### config.mk
export PLATFORM = sky130hd
export DESIGN_NAME = multicycle_ctrl
export DESIGN_NICKNAME = d
export VERILOG_FILES = /design/src/rtl/types_pkg.sv /design/src/rtl/multicycle_ctrl_decode.sv /design/src/rtl/multicycle_ctrl.sv
export SDC_FILE = /design/constraint.sdc
export NUM_CORES = 1
export LEC_CHECK = 0
export CAP_MARGIN = 30
export CORE_MARGIN = 4
export CORE_UTILIZATION = 46
export CTS_CLUSTER_DIAMETER = 80
export DETAILED_ROUTE_END_ITERATION = 7
export GPL_ROUTABILITY_DRIVEN = 0
export PLACE_DENSITY = 0.79
export SLEW_MARGIN = 10
export SYNTH_ARGS = -nofsm -noshare
export SYNTH_HDL_FRONTEND = slang
export SYNTH_HIERARCHICAL = 1
export SYNTH_SLANG_ARGS = --single-unit
### constraint.sdc
create_clock -name clk -period 4.3 [get_ports clk]
set_input_delay 0.645 -clock clk [delete_from_list [all_inputs] [get_ports clk]]
set_output_delay 0.645 -clock clk [all_outputs]
set_load 0.02 [all_outputs]
### src/rtl/types_pkg.sv
// Shared RV32I control types: ALU operations, immediate formats, sequencer states and opcodes.
package types_pkg;

    typedef enum logic [2:0] {
        ALU_ADD = 3'd0,
        ALU_SUB = 3'd1,
        ALU_AND = 3'd2,
        ALU_OR  = 3'd3,
        ALU_XOR = 3'd4,
        ALU_SLT = 3'd5
    } alu_ctrl_t;

    typedef enum logic [2:0] {
        FMT_R = 3'd0,
        FMT_I = 3'd1,
        FMT_S = 3'd2,
        FMT_B = 3'd3,
        FMT_U = 3'd4,
        FMT_J = 3'd5
    } instr_format_t;

    typedef enum logic [2:0] {
        S_IDLE   = 3'd0,
        S_FETCH  = 3'd1,
        S_DECODE = 3'd2,
        S_EXEC   = 3'd3,
        S_MEM    = 3'd4,
        S_WB     = 3'd5,
        S_TRAP   = 3'd6
    } ctrl_state_t;

    localparam logic [6:0] OP_IMM    = 7'b0010011;
    localparam logic [6:0] OP_REG    = 7'b0110011;
    localparam logic [6:0] OP_LOAD   = 7'b0000011;
    localparam logic [6:0] OP_STORE  = 7'b0100011;
    localparam logic [6:0] OP_BRANCH = 7'b1100011;

    localparam logic [2:0] F3_ADD = 3'b000;
    localparam logic [2:0] F3_BEQ = 3'b000;
    localparam logic [2:0] F3_BNE = 3'b001;
    localparam logic [2:0] F3_W   = 3'b010;

    localparam logic [6:0] F7_ADD = 7'b0000000;
    localparam logic [6:0] F7_SUB = 7'b0100000;

endpackage

### src/rtl/multicycle_ctrl_decode.sv
// Combinational opcode/funct decode for the supported RV32I subset; zero latency.
// Unsupported encodings drop 'legal' and leave every other output at its default.
module instr_decode
    import types_pkg::*;
(
    input  logic [6:0]    opcode,
    input  logic [2:0]    funct3,
    input  logic [6:0]    funct7,
    output logic          legal,
    output alu_ctrl_t     alu_ctrl,
    output logic          alu_src,
    output instr_format_t imm_src,
    output logic          result_src,
    output logic          is_load,
    output logic          is_store,
    output logic          is_branch
);

    always_comb begin
        legal      = 1'b0;
        alu_ctrl   = ALU_ADD;
        alu_src    = 1'b0;
        imm_src    = FMT_R;
        result_src = 1'b0;
        is_load    = 1'b0;
        is_store   = 1'b0;
        is_branch  = 1'b0;
        case (opcode)
            OP_IMM: begin
                if (funct3 == F3_ADD) begin
                    legal   = 1'b1;
                    alu_src = 1'b1;
                    imm_src = FMT_I;
                end
            end
            OP_REG: begin
                if (funct3 == F3_ADD && (funct7 == F7_ADD || funct7 == F7_SUB)) begin
                    legal    = 1'b1;
                    alu_ctrl = (funct7 == F7_SUB) ? ALU_SUB : ALU_ADD;
                end
            end
            OP_LOAD: begin
                if (funct3 == F3_W) begin
                    legal      = 1'b1;
                    alu_src    = 1'b1;
                    imm_src    = FMT_I;
                    result_src = 1'b1;
                    is_load    = 1'b1;
                end
            end
            OP_STORE: begin
                if (funct3 == F3_W) begin
                    legal    = 1'b1;
                    alu_src  = 1'b1;
                    imm_src  = FMT_S;
                    is_store = 1'b1;
                end
            end
            OP_BRANCH: begin
                if (funct3 == F3_BEQ || funct3 == F3_BNE) begin
                    legal     = 1'b1;
                    alu_ctrl  = ALU_SUB;
                    imm_src   = FMT_B;
                    is_branch = 1'b1;
                end
            end
            default: ;
        endcase
    end

endmodule

### src/rtl/multicycle_ctrl.sv
// Multi-cycle RV32I sequencer: ALU op 4 cycles, branch 3, SW 4, LW 5 with zero-wait memories;
// memory stalls hold the request indefinitely, or trap after TIMEOUT_CYCLES when MEM_TIMEOUT_EN is defined.
module multicycle_ctrl
    import types_pkg::*;
#(
    parameter int TIMEOUT_CYCLES = 16,
    parameter int INSTRET_W      = 32
) (
    input  logic                 clk,
    input  logic                 rst,
    input  logic [31:0]          instr,
    input  logic                 eq,
    input  logic                 imem_ready,
    input  logic                 mem_ready,
    output logic                 imem_req,
    output logic                 ir_we,
    output logic                 mem_req,
    output logic                 mem_we,
    output logic                 reg_write,
    output logic                 result_src,
    output logic                 alu_src,
    output alu_ctrl_t            alu_ctrl,
    output instr_format_t        imm_src,
    output logic                 pc_we,
    output logic                 pc_src,
    output logic                 retire,
    output logic [INSTRET_W-1:0] instret,
    output logic                 trap
);

    ctrl_state_t state_q, state_d;
    logic [6:0]  op_q;
    logic [2:0]  f3_q;
    logic [6:0]  f7_q;

    logic [6:0]    dec_op;
    logic [2:0]    dec_f3;
    logic [6:0]    dec_f7;
    logic          dec_legal;
    alu_ctrl_t     dec_alu_ctrl;
    logic          dec_alu_src;
    instr_format_t dec_imm_src;
    logic          dec_result_src;
    logic          dec_is_load;
    logic          dec_is_store;
    logic          dec_is_branch;
    logic          timeout;

    // DECODE judges the live IR; later states use the fields latched on leaving DECODE.
    assign dec_op = (state_q == S_DECODE) ? instr[6:0]   : op_q;
    assign dec_f3 = (state_q == S_DECODE) ? instr[14:12] : f3_q;
    assign dec_f7 = (state_q == S_DECODE) ? instr[31:25] : f7_q;

    logic unused_instr;
    assign unused_instr = ^{instr[24:15], instr[11:7]};

    instr_decode u_decode (
        .opcode     (dec_op),
        .funct3     (dec_f3),
        .funct7     (dec_f7),
        .legal      (dec_legal),
        .alu_ctrl   (dec_alu_ctrl),
        .alu_src    (dec_alu_src),
        .imm_src    (dec_imm_src),
        .result_src (dec_result_src),
        .is_load    (dec_is_load),
        .is_store   (dec_is_store),
        .is_branch  (dec_is_branch)
    );

`ifdef MEM_TIMEOUT_EN
    localparam int CNT_W = $clog2(TIMEOUT_CYCLES + 1);
    logic [CNT_W-1:0] wait_cnt;

    // Counter restarts on every state change, so it measures time spent in the current wait.
    always_ff @(posedge clk or posedge rst) begin
        if (rst) begin
            wait_cnt <= '0;
        end else if (state_d != state_q) begin
            wait_cnt <= '0;
        end else if ((state_q == S_FETCH && !imem_ready) || (state_q == S_MEM && !mem_ready)) begin
            wait_cnt <= wait_cnt + CNT_W'(1);
        end
    end

    assign timeout = (wait_cnt == CNT_W'(TIMEOUT_CYCLES - 1));
`else
    logic unused_timeout_cfg;
    assign unused_timeout_cfg = (TIMEOUT_CYCLES != 0);
    assign timeout = 1'b0;
`endif

    always_ff @(posedge clk or posedge rst) begin
        if (rst) begin
            state_q <= S_IDLE;
            op_q    <= '0;
            f3_q    <= '0;
            f7_q    <= '0;
            instret <= '0;
        end else begin
            state_q <= state_d;
            if (state_q == S_DECODE) begin
                op_q <= instr[6:0];
                f3_q <= instr[14:12];
                f7_q <= instr[31:25];
            end
            if (retire) begin
                instret <= instret + {{(INSTRET_W-1){1'b0}}, 1'b1};
            end
        end
    end

    always_comb begin
        state_d    = state_q;
        imem_req   = 1'b0;
        ir_we      = 1'b0;
        mem_req    = 1'b0;
        mem_we     = 1'b0;
        reg_write  = 1'b0;
        result_src = 1'b0;
        alu_src    = 1'b0;
        alu_ctrl   = ALU_ADD;
        imm_src    = FMT_R;
        pc_we      = 1'b0;
        pc_src     = 1'b0;
        retire     = 1'b0;

        // ALU controls stay stable from EXEC through the end of the instruction.
        if (state_q == S_EXEC || state_q == S_MEM || state_q == S_WB) begin
            alu_src  = dec_alu_src;
            alu_ctrl = dec_alu_ctrl;
            imm_src  = dec_imm_src;
        end

        case (state_q)
            S_IDLE: state_d = S_FETCH;
            S_FETCH: begin
                imem_req = 1'b1;
                if (imem_ready) begin
                    ir_we   = 1'b1;
                    state_d = S_DECODE;
                end else if (timeout) begin
                    state_d = S_TRAP;
                end
            end
            S_DECODE: state_d = dec_legal ? S_EXEC : S_TRAP;
            S_EXEC: begin
                if (dec_is_branch) begin
                    pc_we   = 1'b1;
                    pc_src  = (f3_q == F3_BNE) ? ~eq : eq;
                    retire  = 1'b1;
                    state_d = S_FETCH;
                end else if (dec_is_load || dec_is_store) begin
                    state_d = S_MEM;
                end else begin
                    state_d = S_WB;
                end
            end
            S_MEM: begin
                mem_req = 1'b1;
                mem_we  = dec_is_store;
                if (mem_ready) begin
                    if (dec_is_store) begin
                        pc_we   = 1'b1;
                        retire  = 1'b1;
                        state_d = S_FETCH;
                    end else begin
                        state_d = S_WB;
                    end
                end else if (timeout) begin
                    state_d = S_TRAP;
                end
            end
            S_WB: begin
                reg_write  = 1'b1;
                result_src = dec_result_src;
                pc_we      = 1'b1;
                retire     = 1'b1;
                state_d    = S_FETCH;
            end
            S_TRAP:  state_d = S_TRAP;
            default: state_d = S_IDLE;
        endcase
    end

    assign trap = (state_q == S_TRAP);

endmodule

---- After elaboration in Yosys (flattened, before gate mapping) ----
Cells that the tools add are included.
storage, ports and cells
  flip-flop bits (word level) ............. 52
  bits of input ports ..................... 37
  output and inout port bits .............. 49
cells by class
  add/subtract/negate cells ............... 1
  equal/unequal tests ..................... 17
  multiplexer cells ....................... 45
  bitwise logic cells ..................... 1
  reduce and logical (&&, ||, !) cells .... 12
operators with widths
  cell                     count
  $add A32 B1 Y32 const B  1
  $mux W3                  9
  $mux W1                  26
  $eq A7 B6 Y1 const B     3
  $pmux W3 S6              1
  $mux W7                  2
  $pmux W3 S4              1
  $eq A3 B1 Y1 const B     3
  $eq A3 B2 Y1 const B     3
  $eq A3 B3 Y1 const B     3
  $eq A7 B2 Y1 const B     1
  $eq A7 B5 Y1 const B     1
  $eq A7 B7 Y1 const B     1
  $logic_not A7 Y1         1
  $logic_not A3 Y1         2
  $pmux W3 S2              1
  $logic_or A1 B1 Y1       5
  $mux W2                  2
  $ne A2 B2 Y1 const B     2
  $pmux W1 S4              1
  $reduce_or A2 Y1         2
  $pmux W1 S3              1
  $pmux W1 S2              1
  $reduce_and A2 Y1        1
  other kinds (2)          2

---- Longest topological paths before layout ----
  depth in word-level cells ............... 9
  mapped depth ............................ 15

---- Cells and area by module ----
The synthesis kept the hierarchy.
by module, submodules not included
  module           instances  cells an instance  area each (um2)  sequential area each (um2)
  multicycle_ctrl  1          211                2,449.8          1,301.2
  instr_decode     1          33                 237.7            0.0

---- Worst setup path after synthesis ----
OpenSTA, ideal clock, no wires.
  kind .................................... register -> output
  start point ............................. reg state_q[0]
  end point ............................... out retire
  arrival ................................. 2.989 ns
  data required time ...................... 3.655 ns
  slack ................................... 0.666 ns
  stages on the path, launching flop included .. 13
  buffers on the path ..................... 3
  cell sequence ........................... dfrtp_1 -> inv_1 -> nand2_1 -> nor2_2 -> buf_2 -> mux2_2 -> and4bb_1 -> nand2b_1 -> buf_4 -> nor3_1 -> a21oi_2 -> o21ai_4 -> buf_4
on the way
  elaborated cells between the ends (all ways) .. 20
RTL lines
  element                 RTL line                      source
  start, declared         multicycle_ctrl.sv:31         ctrl_state_t state_q, state_d;
  start signal, assigned  multicycle_ctrl.sv:101        state_q <= state_d;
  $eq A3 B2 Y1            multicycle_ctrl.sv:50         assign dec_op = (state_q == S_DECODE) ? instr[6:0] : op_q;
  $mux W7                 --
  net dec_op[2]           multicycle_ctrl.sv:36         logic [6:0] dec_op;
  $eq A7 B6 Y1            multicycle_ctrl_decode.sv:28  case (opcode)
  $mux W1                 multicycle_ctrl_decode.sv:28
  net dec_is_store        multicycle_ctrl.sv:45         logic dec_is_store;
  $mux W1 (2 in a row)    --
  $pmux W1 S3             --
  end, declared           multicycle_ctrl.sv:26         output logic retire,
The timed path passes the listed nets, and every way through them passes these cells.

---- Worst setup path in the final report ----
  start point ............................. reg state_q[0]
  end point ............................... out pc_src
on the way
  longest elaborated chain between the ends .. 8
  elaborated cells between the ends (all ways) .. 12
ends and longest elaborated chain
  element                                           RTL line                      source
  $eq A3 B2 Y1 *                                    multicycle_ctrl.sv:51         assign dec_f3 = (state_q == S_DECODE) ? instr[14:12] : f3_q;
  $mux W3 *                                         --
  net dec_f3[1]                                     multicycle_ctrl.sv:37         logic [2:0] dec_f3;
  $eq A3 B1 Y1 or $logic_not A3 Y1 (tied branches)  multicycle_ctrl_decode.sv:60  if (funct3 == F3_BEQ || funct3 == F3_BNE) begin
  $logic_or A1 B1 Y1 *                              multicycle_ctrl_decode.sv:60
  $mux W1 *                                         multicycle_ctrl_decode.sv:60
  $mux W1 *                                         multicycle_ctrl_decode.sv:28
  net dec_is_branch                                 multicycle_ctrl.sv:46         logic dec_is_branch;
  $mux W1 *                                         multicycle_ctrl.sv:148        if (dec_is_branch) begin
  $mux W1 *                                         multicycle_ctrl.sv:135        case (state_q)
  end, declared                                     multicycle_ctrl.sv:25         output logic pc_src,
The timed path passes the listed nets; every way through them passes the cells marked *.

==> flow_metrics.env <==
export IMPL_grt_busiest_layer="met2"
export IMPL_synth_cell_types=49
export IMPL_postLayoutCoreUtil=0.639
export IMPL_hpwl_um=4410
export IMPL_p_leak_nw=1.58
export IMPL_critPathKind="flop to output port"
export IMPL_arrival_ns=3.39
export IMPL_io_buffer_count=67
export IMPL_cts_buffers=5
export IMPL_max_cap_viol_count=0
export IMPL_n_antenna_cell=0
export IMPL_die_x_um=84.4
export IMPL_overflow=0
export IMPL_syn_cell_area_mm2=0.00269
export IMPL_die_h_um=84.4
export IMPL_ant_nets=0
export IMPL_synth_top_area_frac=0.484
export IMPL_hold_class="flop to flop"
export IMPL_max_clock_freq_mhz=248
export IMPL_h_tree_depth=2
export IMPL_ys_flop_type="dfrtp_1"
export IMPL_drtIter0Drc=69
export IMPL_synth_top_cell_by_area="dfrtp_1"
export IMPL_dr_pass1_iters=4
export IMPL_grtUsageMet2=0.282
export IMPL_grt_pass1_vias=2131
export IMPL_synthArstFlopShare=1.00
export IMPL_clk_latency_ns=0.31
export IMPL_postCtsSetupBuffers=0
export IMPL_cp_slowest_cell="clkdlybuf4s50_1"
export IMPL_die_area_mm2=0.00713
export IMPL_grt_pass1_wl_um=9740
export IMPL_vias=2071
export IMPL_drc=0
export IMPL_critical_path_cell_chain="inv_1 -> nand2_1 -> nor2_4 -> buf_4 -> mux2_2 -> nand4bb_1 -> nor2_2 -> nand4b_4 -> nor2_1 -> clkdlybuf4s50_1"
export IMPL_initial_core_util=0.482
export IMPL_finalSetupViolCount=0
export IMPL_grt_start_max_net_pins=35
export IMPL_ys_warn_count=6
export IMPL_finalPower_w=0.00170
export IMPL_core_area_mm2=0.00557
export IMPL_ys_seq_area_frac=0.484
export IMPL_cts_tree="yes"
export IMPL_vdd_ir_drop_worst_mv=0.296
export IMPL_fin_crit_sh=0.939
export IMPL_antenna_found_initial=0
export IMPL_r2r_end="instret[29]"
export IMPL_netlist_instances=244
export IMPL_yosysMostFrequentCell="dfrtp_1"
export IMPL_grt_met3_usage=0.0363
export IMPL_cp_start_kind="flop"
export IMPL_syn_area_per_cell_um2=11.0
export IMPL_synth_common_cells="52 x dfrtp_1, 20 x nand2_1, 19 x mux2_2, 19 x nor2_1, 17 x xnor2_1"
export IMPL_synth_edf_count=0
export IMPL_max_stage_delay_ns=0.60
export IMPL_avgViaCountPerCell=5.32
export IMPL_ios=86
export IMPL_synth_area_top_cells="dfrtp_1 48%, mux2_2 8.0%, xnor2_1 5.5%"
export IMPL_finalCriticalPeriod_ns=4.04
export IMPL_path_max_fanout=9
export IMPL_endpoint_kind="output port"
export IMPL_rsz0062_at_grt="false"
export IMPL_clkSlewWorstSetupHoldPaths_ns=0.09
export IMPL_post_route_cells_drive_above_1_share=0.164
export IMPL_routed_wl_um=5790
export IMPL_synth_seq_cells=52
export IMPL_track_usage=0.168
export IMPL_crit_path_start="state_q[0]"
export IMPL_clockBufferDepth=2
export IMPL_fin_nets=354
export IMPL_cp_endpoint="pc_src"
export IMPL_hold_path_depth=1
export IMPL_crit_required_ns=3.65
export IMPL_skew_ns=0.00744
export IMPL_grt_util_met1=0.212
export IMPL_clkSinkCount=52
export IMPL_outcome="finished, final reports clean"
export IMPL_cts_root_buf="clkbuf_8"
export IMPL_slew_violations=0
export IMPL_area_delta_synth_final_pct=32.6
export IMPL_hold_violations=0
export IMPL_wire_per_inst_um=14.9
export IMPL_rows=27
export IMPL_reg2reg_slack_ns=0.87
export IMPL_r2r_start="state_q[0]"
export IMPL_setup_tns_ns=0
export IMPL_power_density_mw_per_mm2=478
export IMPL_reg2reg_depth=12
[cell families (layout without fill, tap and decap cells)]
| family | Yosys count | count (layout) | synth area share |
|---|---|---|---|
| AOI/OAI and AO/OA | 14 | 14 | 0.0414 |
| xor gates and xnor gates | 32 | 32 | 0.104 |
| other | 1 | 3 | 0.00140 |
| muxes | 19 | 19 | 0.0796 |
| buffers and inverters | 15 | 86 | 0.0321 |
| adders and majority gates | 1 | 1 | 0.00465 |
| and+or+nand+nor | 110 | 110 | 0.252 |
| DFF | 52 | 52 | 0.484 |
[metrics by stage]
step / hold slack, ns / instance area (µm²) / worst slack (ns) / std cells
4_1_cts: 0.502 / 3550 / 0.0331 / 389
3_5_place_dp: 0.488 / 3450 / 0.297 / 381
6_report: 0.498 / 3560 / 0.262 / 389
3_3_place_gp: 0.460 / 3430 / 0.322 / 380
2_1_floorplan: 0.466 / 2700 / 0.666 / 246
5_1_grt: 0.510 / 3560 / 0.0262 / 389
[metal layers]
metal,vias up,wire [µm]
li1,985,-
met1,1021,2470
met2,54,2920
met3,11,275
met4,0,114
met5,-,0
[cell usage in the layout (no fill, tap or decap), types with 2 or more instances in the layout]
cell	count
dfrtp_1	52
xor2_1	15
nor3_1	6
nor3_2	2
mux2_2	19
and2_1	10
nor2_1	18
nand3_1	9
nand4_1	9
clkdlybuf4s50_1	65
inv_1	4
conb_1	3
nand3b_1	2
xnor2_1	17
and3_1	3
buf_4	5
a21oi_1	5
nand2_1	20
nand4b_1	3
and4_1	3
nor2b_1	4
o22ai_1	2
nor3b_1	2
dlymetal6s2s_1	2
clkbuf_8	6
[how the worst min path moves through the flow]
stage | startpoint | endpoint | slack [ns]
after global placement | instret[31] | instret[31] | 0.46
after floorplan | op_q[0] | op_q[0] | 0.47
after detailed placement | op_q[3] | op_q[3] | 0.49
final | instret[28] | instret[28] | 0.50
after global routing | instret[14] | instret[14] | 0.51
after CTS | instret[14] | instret[14] | 0.50
[registers in the layout, summed over array words and instances (netlist names)]
signal   count
f3_q         3
f7_q         7
instret     32
op_q         7
state_q      3
[critical path: cells and delay by family, from the launching register on]
family                 cells  cell delay, ns
AND/OR/NAND/NOR            6            1.22
multiplexers               1            0.42
buffers and inverters      3            0.96
flip-flops                 1            0.48
[power breakdown]
part / internal (W) / switching, W
combinational: 0.000350 / 0.000381
clock: 0.000131 / 0.000155
sequential: 0.000605 / 0.0000803
[area by class of cell]
class | instances | area (µm²)
multi-input cells | 179 | 1330
clock inverters | 1 | 7.51
inverters | 5 | 18.8
well taps | 72 | 90.1
fillers | 450 | 2010
repair buffers | 73 | 733
flip-flops and latches | 52 | 1300
clock buffers | 7 | 86.3
[timing repair]
item / 4_1_cts / 5_1_grt
setup endpoints to repair: 2 / 4
resized for setup: 2 / 4
hold buffers: 0 / 0
No activity file was read; power rests on OpenSTA's default activity.
